--- src/rtl/sevenseg_pkg.sv ---
// Shared constants for the seven-segment frame reader: segment patterns
// (bit6=a ... bit0=g), the invalid-BCD marker and the stability FSM encoding.
package sevenseg_pkg;

  localparam int unsigned SEG_W = 7;
  localparam int unsigned BCD_W = 4;

  localparam logic [SEG_W-1:0] SEG_0 = 7'b1111110;
  localparam logic [SEG_W-1:0] SEG_1 = 7'b0110000;
  localparam logic [SEG_W-1:0] SEG_2 = 7'b1101101;
  localparam logic [SEG_W-1:0] SEG_3 = 7'b1111001;
  localparam logic [SEG_W-1:0] SEG_4 = 7'b0110011;
  localparam logic [SEG_W-1:0] SEG_5 = 7'b1011011;
  localparam logic [SEG_W-1:0] SEG_6 = 7'b1011111;
  localparam logic [SEG_W-1:0] SEG_7 = 7'b1110000;
  localparam logic [SEG_W-1:0] SEG_8 = 7'b1111111;
  localparam logic [SEG_W-1:0] SEG_9 = 7'b1111011;

  localparam logic [BCD_W-1:0] BCD_INVALID = 4'hF;

  typedef enum logic {
    ST_WAIT   = 1'b0,
    ST_LOCKED = 1'b1
  } state_e;

  typedef struct packed {
    logic             valid;
    logic [BCD_W-1:0] bcd;
  } dec_t;

endpackage

--- src/rtl/sevenseg_frame_reader_decoder.sv ---
// Combinational inverse of the BCD-to-segment table; unknown patterns
// decode to BCD_INVALID with valid cleared.
module seg_pattern_decoder
  import sevenseg_pkg::*;
(
  input  logic [SEG_W-1:0] seg,
  output dec_t             dec_c
);

  always_comb begin
    dec_c = '{valid: 1'b1, bcd: 4'd0};
    case (seg)
      SEG_0:   dec_c.bcd = 4'd0;
      SEG_1:   dec_c.bcd = 4'd1;
      SEG_2:   dec_c.bcd = 4'd2;
      SEG_3:   dec_c.bcd = 4'd3;
      SEG_4:   dec_c.bcd = 4'd4;
      SEG_5:   dec_c.bcd = 4'd5;
      SEG_6:   dec_c.bcd = 4'd6;
      SEG_7:   dec_c.bcd = 4'd7;
      SEG_8:   dec_c.bcd = 4'd8;
      SEG_9:   dec_c.bcd = 4'd9;
      default: dec_c = '{valid: 1'b0, bcd: BCD_INVALID};
    endcase
  end

endmodule

--- src/rtl/sevenseg_frame_reader.sv ---
// Samples a multiplexed seven-segment bus, debounces each digit and assembles
// N-digit BCD frames on a valid/ready port. SEG_ACTIVE_LOW_EN inverts inputs.
module sevenseg_frame_reader
  import sevenseg_pkg::*;
#(
  parameter int unsigned N_DIGITS      = 4,
  parameter int unsigned STABLE_CYCLES = 4
) (
  input  logic                  clk,
  input  logic                  rst_n,
  input  logic [SEG_W-1:0]      seg_in,
  input  logic [N_DIGITS-1:0]   an_in,
  output logic [4*N_DIGITS-1:0] frame_digits,
  output logic                  frame_err,
  output logic                  frame_valid,
  input  logic                  frame_ready,
  output logic                  bad_pattern,
  output logic                  overrun
);

  localparam int unsigned IDX_W   = (N_DIGITS > 1) ? $clog2(N_DIGITS) : 1;
  localparam int unsigned CNT_W   = 8;
  localparam int unsigned FRAME_W = BCD_W * N_DIGITS;

  logic [SEG_W-1:0]    seg_q1, seg_q2, prev_seg_q, s_seg;
  logic [N_DIGITS-1:0] an_q1, an_q2, prev_an_q, s_an;
  state_e              state_q, state_d;
  logic [CNT_W-1:0]    cnt_q, cnt_d;
  logic                accept_c, qual_c, same_c, complete_c;
  logic [IDX_W-1:0]    idx_c;
  dec_t                dec_c;
  logic [FRAME_W-1:0]  shadow_q;
  logic [N_DIGITS-1:0] captured_q;
  logic                err_flag_q;

  // Two-flop synchronizers plus the previous-sample register for change detection
  always_ff @(posedge clk or negedge rst_n) begin
    if (!rst_n) begin
      seg_q1     <= '0;
      seg_q2     <= '0;
      an_q1      <= '0;
      an_q2      <= '0;
      prev_seg_q <= '0;
      prev_an_q  <= '0;
    end else begin
      seg_q1     <= seg_in;
      seg_q2     <= seg_q1;
      an_q1      <= an_in;
      an_q2      <= an_q1;
      prev_seg_q <= s_seg;
      prev_an_q  <= s_an;
    end
  end

`ifdef SEG_ACTIVE_LOW_EN
  assign s_seg = ~seg_q2;
  assign s_an  = ~an_q2;
`else
  assign s_seg = seg_q2;
  assign s_an  = an_q2;
`endif

  assign qual_c     = (s_an != '0) && ((s_an & (s_an - N_DIGITS'(1))) == '0);
  assign same_c     = ({s_seg, s_an} == {prev_seg_q, prev_an_q});
  assign complete_c = &captured_q;

  always_comb begin
    idx_c = '0;
    for (int i = 0; i < int'(N_DIGITS); i++) begin
      if (s_an[i]) idx_c = IDX_W'(i);
    end
  end

  seg_pattern_decoder u_dec (
    .seg   (s_seg),
    .dec_c (dec_c)
  );

  always_ff @(posedge clk or negedge rst_n) begin
    if (!rst_n) begin
      state_q <= ST_WAIT;
      cnt_q   <= '0;
    end else begin
      state_q <= state_d;
      cnt_q   <= cnt_d;
    end
  end

  // Accept fires on the edge where the run of identical samples reaches STABLE_CYCLES
  always_comb begin
    state_d  = state_q;
    cnt_d    = cnt_q;
    accept_c = 1'b0;
    case (state_q)
      ST_WAIT: begin
        if (qual_c && same_c) begin
          if (cnt_q == CNT_W'(STABLE_CYCLES - 2)) begin
            accept_c = 1'b1;
            state_d  = ST_LOCKED;
            cnt_d    = '0;
          end else begin
            cnt_d = cnt_q + CNT_W'(1);
          end
        end else begin
          cnt_d = '0;
        end
      end
      ST_LOCKED: begin
        if (!qual_c || !same_c) begin
          state_d = ST_WAIT;
          cnt_d   = '0;
        end
      end
      default: begin
        state_d = ST_WAIT;
        cnt_d   = '0;
      end
    endcase
  end

  // Frame assembly and output handshake; a same-cycle accept starts the next frame
  always_ff @(posedge clk or negedge rst_n) begin
    if (!rst_n) begin
      shadow_q     <= {N_DIGITS{BCD_INVALID}};
      captured_q   <= '0;
      err_flag_q   <= 1'b0;
      frame_digits <= '0;
      frame_err    <= 1'b0;
      frame_valid  <= 1'b0;
      bad_pattern  <= 1'b0;
      overrun      <= 1'b0;
    end else begin
      bad_pattern <= accept_c && !dec_c.valid;
      overrun     <= 1'b0;
      if (accept_c) shadow_q[{idx_c, 2'b00} +: BCD_W] <= dec_c.bcd;

      if (complete_c) begin
        captured_q <= accept_c ? (N_DIGITS'(1) << idx_c) : '0;
        err_flag_q <= accept_c && !dec_c.valid;
      end else if (accept_c) begin
        captured_q[idx_c] <= 1'b1;
        if (!dec_c.valid) err_flag_q <= 1'b1;
      end

      if (complete_c && (!frame_valid || frame_ready)) begin
        frame_digits <= shadow_q;
        frame_err    <= err_flag_q;
        frame_valid  <= 1'b1;
      end else begin
        if (complete_c) overrun <= 1'b1;
        if (frame_ready) frame_valid <= 1'b0;
      end
    end
  end

endmodule

--- config.mk ---
export PLATFORM = sky130hd
export DESIGN_NAME = sevenseg_frame_reader
export DESIGN_NICKNAME = d
export VERILOG_FILES = /design/src/rtl/sevenseg_pkg.sv /design/src/rtl/sevenseg_frame_reader_decoder.sv /design/src/rtl/sevenseg_frame_reader.sv
export SDC_FILE = /design/constraint.sdc
export NUM_CORES = 1
export LEC_CHECK = 0
export BUFFER_PORTS_ARGS = -buffer_cell sky130_fd_sc_hd__buf_2
export CAP_MARGIN = 0
export CORE_UTILIZATION = 55
export CTS_CLUSTER_DIAMETER = 60
export DETAILED_ROUTE_END_ITERATION = 8
export PLACE_DENSITY = 0.73
export SLEW_MARGIN = 20
export SYNTH_ARGS = -nofsm -noshare
export SYNTH_HDL_FRONTEND = slang
export SYNTH_SLANG_ARGS = --single-unit
--- constraint.sdc ---
create_clock -name clk -period 7.1 [get_ports clk]
set_clock_uncertainty 0.15 [all_clocks]
set_input_delay 1.42 -clock clk [delete_from_list [all_inputs] [get_ports clk]]
set_output_delay 1.42 -clock clk [all_outputs]
set_load 0.05 [all_outputs]
==> results.json, run 1 <==
{
  "grt.total_usage_pct": 19.5,
  "tns_ns": 0,
  "synth_top_area_share_pct": 46.5,
  "die_x_um": 82.9,
  "synthTopCellsByArea": "dfrtp_1, dfstp_2, mux2_2",
  "grt_max_degree": 84,
  "antenna_cells": 0,
  "status": "completed",
  "cpMaxStageDelayCell": "a21oi_1",
  "die_h_um": 82.9,
  "hold_viol": 0,
  "yosys.area.top_type": "dfrtp_1",
  "place.gp.congestion": 0.832,
  "synth_xor_area_share_pct": 3.12,
  "fin_nets": 348,
  "wl_per_cell_um": 15.1,
  "clock_latency_ns": 0.35,
  "grt_pass1_vias": 2244,
  "powerDensity_nw_per_um2": 231,
  "reg2regPathDepth": 7,
  "critical_path_class": "flop to flop",
  "crit_fanout": 9,
  "reg2reg_slack_ns": 4.43,
  "cp-startpoint": "an_q2[2]",
  "crit_required_ns": 7.25,
  "start_util_pct": 56.7,
  "dieArea_um2": 6880,
  "async_flop_share_pct": 100,
  "port_buffers": 33,
  "worstHoldStart": "an_q1[3]",
  "yosys_warnings": 0,
  "worst_path_most_repeated_cell": "inv_1",
  "holdPathStages": 0,
  "synth_compound_area_share_pct": 7.15,
  "power.total_uw": 939,
  "drt-initial-drc-count": 130,
  "cpLargestDelayFamily": "simple AND/OR/NAND/NOR gates",
  "timing.critical_path.buf_inv": 2,
  "synth_cell_types": 51,
  "synthFlopType": "dfrtp_1",
  "worstReg2RegStart": "an_q2[2]",
  "clockRootBuffer": "clkbuf_8",
  "drive_gt1_share_pct": 28.9,
  "viasPerCell": 5.59,
  "overflow": 0,
  "min_to": "an_q2[3]",
  "setup_viol": 0,
  "muxShareOfSynthArea_pct": 9.06,
  "post-route-min-period_ns": 2.67,
  "finalCritPeriodShare_pct": 37.6,
  "totalWireLength_mm": 6.13,
  "hpwlAfterDp_mm": 4.05,
  "syn_nets": 315,
  "core_um2": 6350,
  "cp_cell_sequence": "inv_1 > a21oi_1 > inv_1 > ha_1 > or3b_2 > nor3_1 > mux2_2",
  "hold_ws_ns": 0.200,
  "maxSlewViolCount": 0,
  "ctsLongestPathBuffers": 2,
  "htree_levels": 3,
  "synth_area_um2": 3600,
  "irDropWorstVdd_mv": 0.157,
  "endpoint_kind": "flop",
  "drc_errors": 0,
  "avgSynthCellArea_um2": 12.4,
  "drv_cap": 0,
  "cts_setup_buffers": 0,
  "cts_resized": 0,
  "cts_inserted_buffers": 9,
  "drt-pass1-iter-count": 4,
  "min_path_type": "flop to flop",
  "cp_num_cells": 7,
  "rsz0062_at_grt": "false",
  "io_pins": 34,
  "r2r_end": "shadow_q[7]",
  "synthSimpleGateAreaFrac_pct": 16.1,
  "synth_edf_count": 0,
  "max_freq_ghz": 0.374,
  "synth_top_family_by_area": "simple AND/OR/NAND/NOR gates",
  "cts_tree": "yes",
  "syn2layout_area_growth_pct": 12.6,
  "rows": 29,
  "synthCells": 291,
  "tightest_slew_ns": 0.726,
  "cts.clk_slew.worst_paths_ns": 0.08,
  "synth_fa_ha_area_share_pct": 3.47,
  "arrival_ns": 2.82,
  "yosysMostFrequentCell": "dfrtp_1",
  "yosysSeqAreaShare_pct": 58.2,
  "start_kind": "flop",
  "grt_first_pass_wirelength_mm": 10.5,
  "synth-seq-cells": 83,
  "cpPeakStageDelay_ns": 0.53,
  "yosys-top-cells-count": "dfrtp_1, mux2_2, nor2_1",
  "ctsHoldBuffers": 0,
  "antenna_found_initial": 0,
  "via_count": 2268,
  "slew_headroom_pct": 51.3,
  "clkSinkCount": 83,
  "drtAntennaViolNets": 0,
  "leakagePower_nw": 1.92
}
[how the worst max path moves through the flow]
stage,to,slack [ns]
3_3_place_gp,frame_digits[9],4.45
6_report,shadow_q[7],4.43
3_5_place_dp,frame_digits[5],4.40
4_1_cts,shadow_q[7],4.43
5_1_grt,shadow_q[7],4.23
2_1_floorplan,frame_digits[10],4.29
[layer usage]
layer | global-route usage [%] | wire length, um | up-vias
li1 | - | - | 1093
met1 | 26.5 | 2920 | 1122
met2 | 29.7 | 2860 | 41
met3 | 4.27 | 204 | 12
met4 | 9.87 | 142 | 0
met5 | 0 | 0 | -
[layout make-up]
class | count | area [um^2]
inverters | 11 | 41.3
clock inverters | 6 | 113
repair buffers | 34 | 179
well taps | 77 | 96.3
clock buffers | 10 | 128
flip-flops and latches | 83 | 2100
fillers | 496 | 2290
multi-input cells | 185 | 1400
[power by group]
group / internal, mW / switching (mW) / leakage, nW / total, mW
Sequential: 0.482 / 0.0106 / 1.02 / 0.493
Combinational: 0.0173 / 0.0264 / 0.773 / 0.0437
Clock: 0.235 / 0.167 / 0.121 / 0.402
[cells by family (layout without fill, tap and decap cells)]
family	count (synthesis)	in the layout
and+or+nand+nor	96	96
muxes	29	29
AOI/OAI and AO/OA	38	38
DFF	83	83
buffers and inverters	23	61
adders and majority gates	10	10
xor gates and xnor gates	12	12
[placed cells by master (no fill, tap or decap), drive strengths merged, types with 5 or more instances in the layout]
master / n
a21oi: 11
buf: 34
clkbuf: 10
dfrtp: 67
dfstp: 16
ha: 10
inv: 12
mux2: 29
nand2: 15
nand3: 7
nand4: 11
nor2: 17
nor2b: 6
nor3: 8
o21ai: 8
o31ai: 5
xnor2: 9
[metrics by stage]
stage                     utilization [%]  instance area (um^2)  std cells  worst slack (ns)
after floorplan                         -                  3600        291              4.29
after global placement               60.1                  3810        390              4.45
after detailed placement             60.1                  3810        390              4.40
after CTS                            63.8                  4050        406              4.43
after global routing                 63.9                  4060        406              4.23
final                                63.9                  4060        406              4.43
[flip-flops by register name (all words and copies together) (netlist names)]
signal        count
s_seg             7
an_q1             4
shadow_q         16
cnt_q             8
bad_pattern       1
frame_digits     16
captured_q        4
state_q           1
err_flag_q        1
prev_seg_q        7
an_q2             4
frame_valid       1
frame_err         1
seg_q1            7
prev_an_q         4
overrun           1
(Power assumes the default switching activity.)
==> inputs of run 2 (changes only) <==
==> constraint.sdc (replaced) <==
create_clock -name clk -period 2.5 [get_ports clk]
set_clock_uncertainty 0.15 [all_clocks]
set_input_delay 0.5 -clock clk [delete_from_list [all_inputs] [get_ports clk]]
set_output_delay 0.5 -clock clk [all_outputs]
set_load 0.05 [all_outputs]
==> run 2 against run 1 <==
Against the previous run: die area stayed put; global-route usage increased by 0.97 points; register-to-register slack lost 4.2 ns; largest power group unchanged.
==> results.json, run 2 (same netlist as run 1, synthesis figures left out) <==
{
  "status": "completed",
  "start_kind": "flop",
  "port_buffers": 33,
  "post-route-min-period_ns": 2.26,
  "setup_viol": 0,
  "drtAntennaViolNets": 0,
  "arrival_ns": 2.41,
  "register_area_um2": 2100,
  "cts_setup_buffers": 0,
  "max_freq_ghz": 0.442,
  "core_um2": 6350,
  "antenna_cells": 0,
  "clkSinkCount": 83,
  "hold_viol": 0,
  "slew_headroom_pct": 57.5,
  "reg_top3": "frame_digits x16, shadow_q x16, cnt_q x8",
  "start_util_pct": 56.7,
  "hpwlAfterDp_mm": 4.31,
  "fin_nets": 356,
  "irDropWorstVdd_mv": 0.386,
  "io_pins": 34,
  "min_path_type": "primary input to flop",
  "dieArea_um2": 6880,
  "leakagePower_nw": 1.93,
  "finalCritPeriodShare_pct": 90.5,
  "mostFrequentLayoutCells": "dfrtp_1, buf_2, mux2_2",
  "cts_resized": 0,
  "syn2layout_area_growth_pct": 12.7,
  "viasPerCell": 5.52,
  "hold_ws_ns": 0.0909,
  "die_h_um": 82.9,
  "cts_inserted_buffers": 9,
  "drt-pass1-iter-count": 4,
  "drc_errors": 0,
  "ctsLongestPathBuffers": 2,
  "powerDensity_nw_per_um2": 585,
  "cts.clk_slew.worst_paths_ns": 0.08,
  "endpoint_kind": "flop",
  "wl_per_cell_um": 15.0,
  "layout_commonest_cell": "dfrtp_1",
  "crit_fanout": 12,
  "place.gp.congestion": 0.828,
  "reg2regPathDepth": 5,
  "drive_gt1_share_pct": 30.0,
  "rsz0062_at_grt": "false",
  "grt_pass1_vias": 2286,
  "via_count": 2287,
  "numPlacedInstances": 397,
  "overflow": 0,
  "tns_ns": 0,
  "stdcell_count": 414,
  "crit_required_ns": 2.64,
  "grt_max_degree": 43,
  "antenna_found_initial": 0,
  "critical_path_class": "flop to flop",
  "cts_tree": "yes",
  "grt_first_pass_wirelength_mm": 10.9,
  "multi_input_comb_area_um2": 1400,
  "drt-initial-drc-count": 102,
  "tightest_slew_ns": 0.638,
  "ctsHoldBuffers": 1,
  "clock_latency_ns": 0.36,
  "rows": 29,
  "grt.total_usage_pct": 20.4,
  "holdPathStages": 1,
  "maxSlewViolCount": 0,
  "die_x_um": 82.9,
  "fill_cells": 488,
  "totalWireLength_mm": 6.19,
  "drv_cap": 0,
  "htree_levels": 3,
  "clockRootBuffer": "clkbuf_8"
}
run 2: stage by stage:
stage / total power [mW] / area (um^2) / setup slack (ns) / utilization, %
global placement: 1.56 / 3880 / 0.307 / 61.1
CTS: 2.41 / 4060 / 0.245 / 63.9
finish: 2.38 / 4060 / 0.237 / 63.9
global route: 2.48 / 4060 / 0.132 / 63.9
detailed placement: 1.56 / 3880 / 0.251 / 61.1
floorplan: 1.50 / 3600 / 0.173 / -
run 2: layout make-up:
cell class	count	area share (%)
repair buffers	42	6.16
inverters	11	1.02
flip-flops and latches	83	51.6
well taps	77	2.37
clock inverters	4	0.647
clock buffers	12	3.57
multi-input cells	185	34.6
run 2: report_power, final:
part           switching (mW)  internal (mW)
Clock                   0.453          0.386
Combinational          0.0789         0.0587
Sequential             0.0285           1.37
Total                   0.561           1.81
run 2: per-layer routing:
layer / part of all wire (%) / vias to the layer above / GRT usage [%]
met1: 48 / 1103 / 28.7
li1: - / 1112 / -
met3: 5.1 / 15 / 5.37
met2: 45 / 57 / 30.2
met5: 0 / - / 0
met4: 2.2 / 0 / 8.93
run 2: path summary, 6_finish.rpt:
path / end / startpoint / slack, ns
min in group asynchronous: s_seg[0] / rst_n / 0.50
hold reg to reg: s_seg[6] / seg_q1[6] / 0.20
max in group asynchronous: cnt_q[1] / rst_n / 1.10
setup reg to reg: shadow_q[1] / s_seg[1] / 0.24
hold / removal: seg_q1[0] / seg_in[0] / 0.09
setup / recovery: shadow_q[1] / s_seg[1] / 0.24
run 2: worst max-delay path, cell delays in order (launching register included):
cell and delay, ns:
dfrtp_1 0.50, or4_1 0.61, o22a_1 0.25, and3_1 0.18, o2111a_1 0.30, a22o_1 0.22
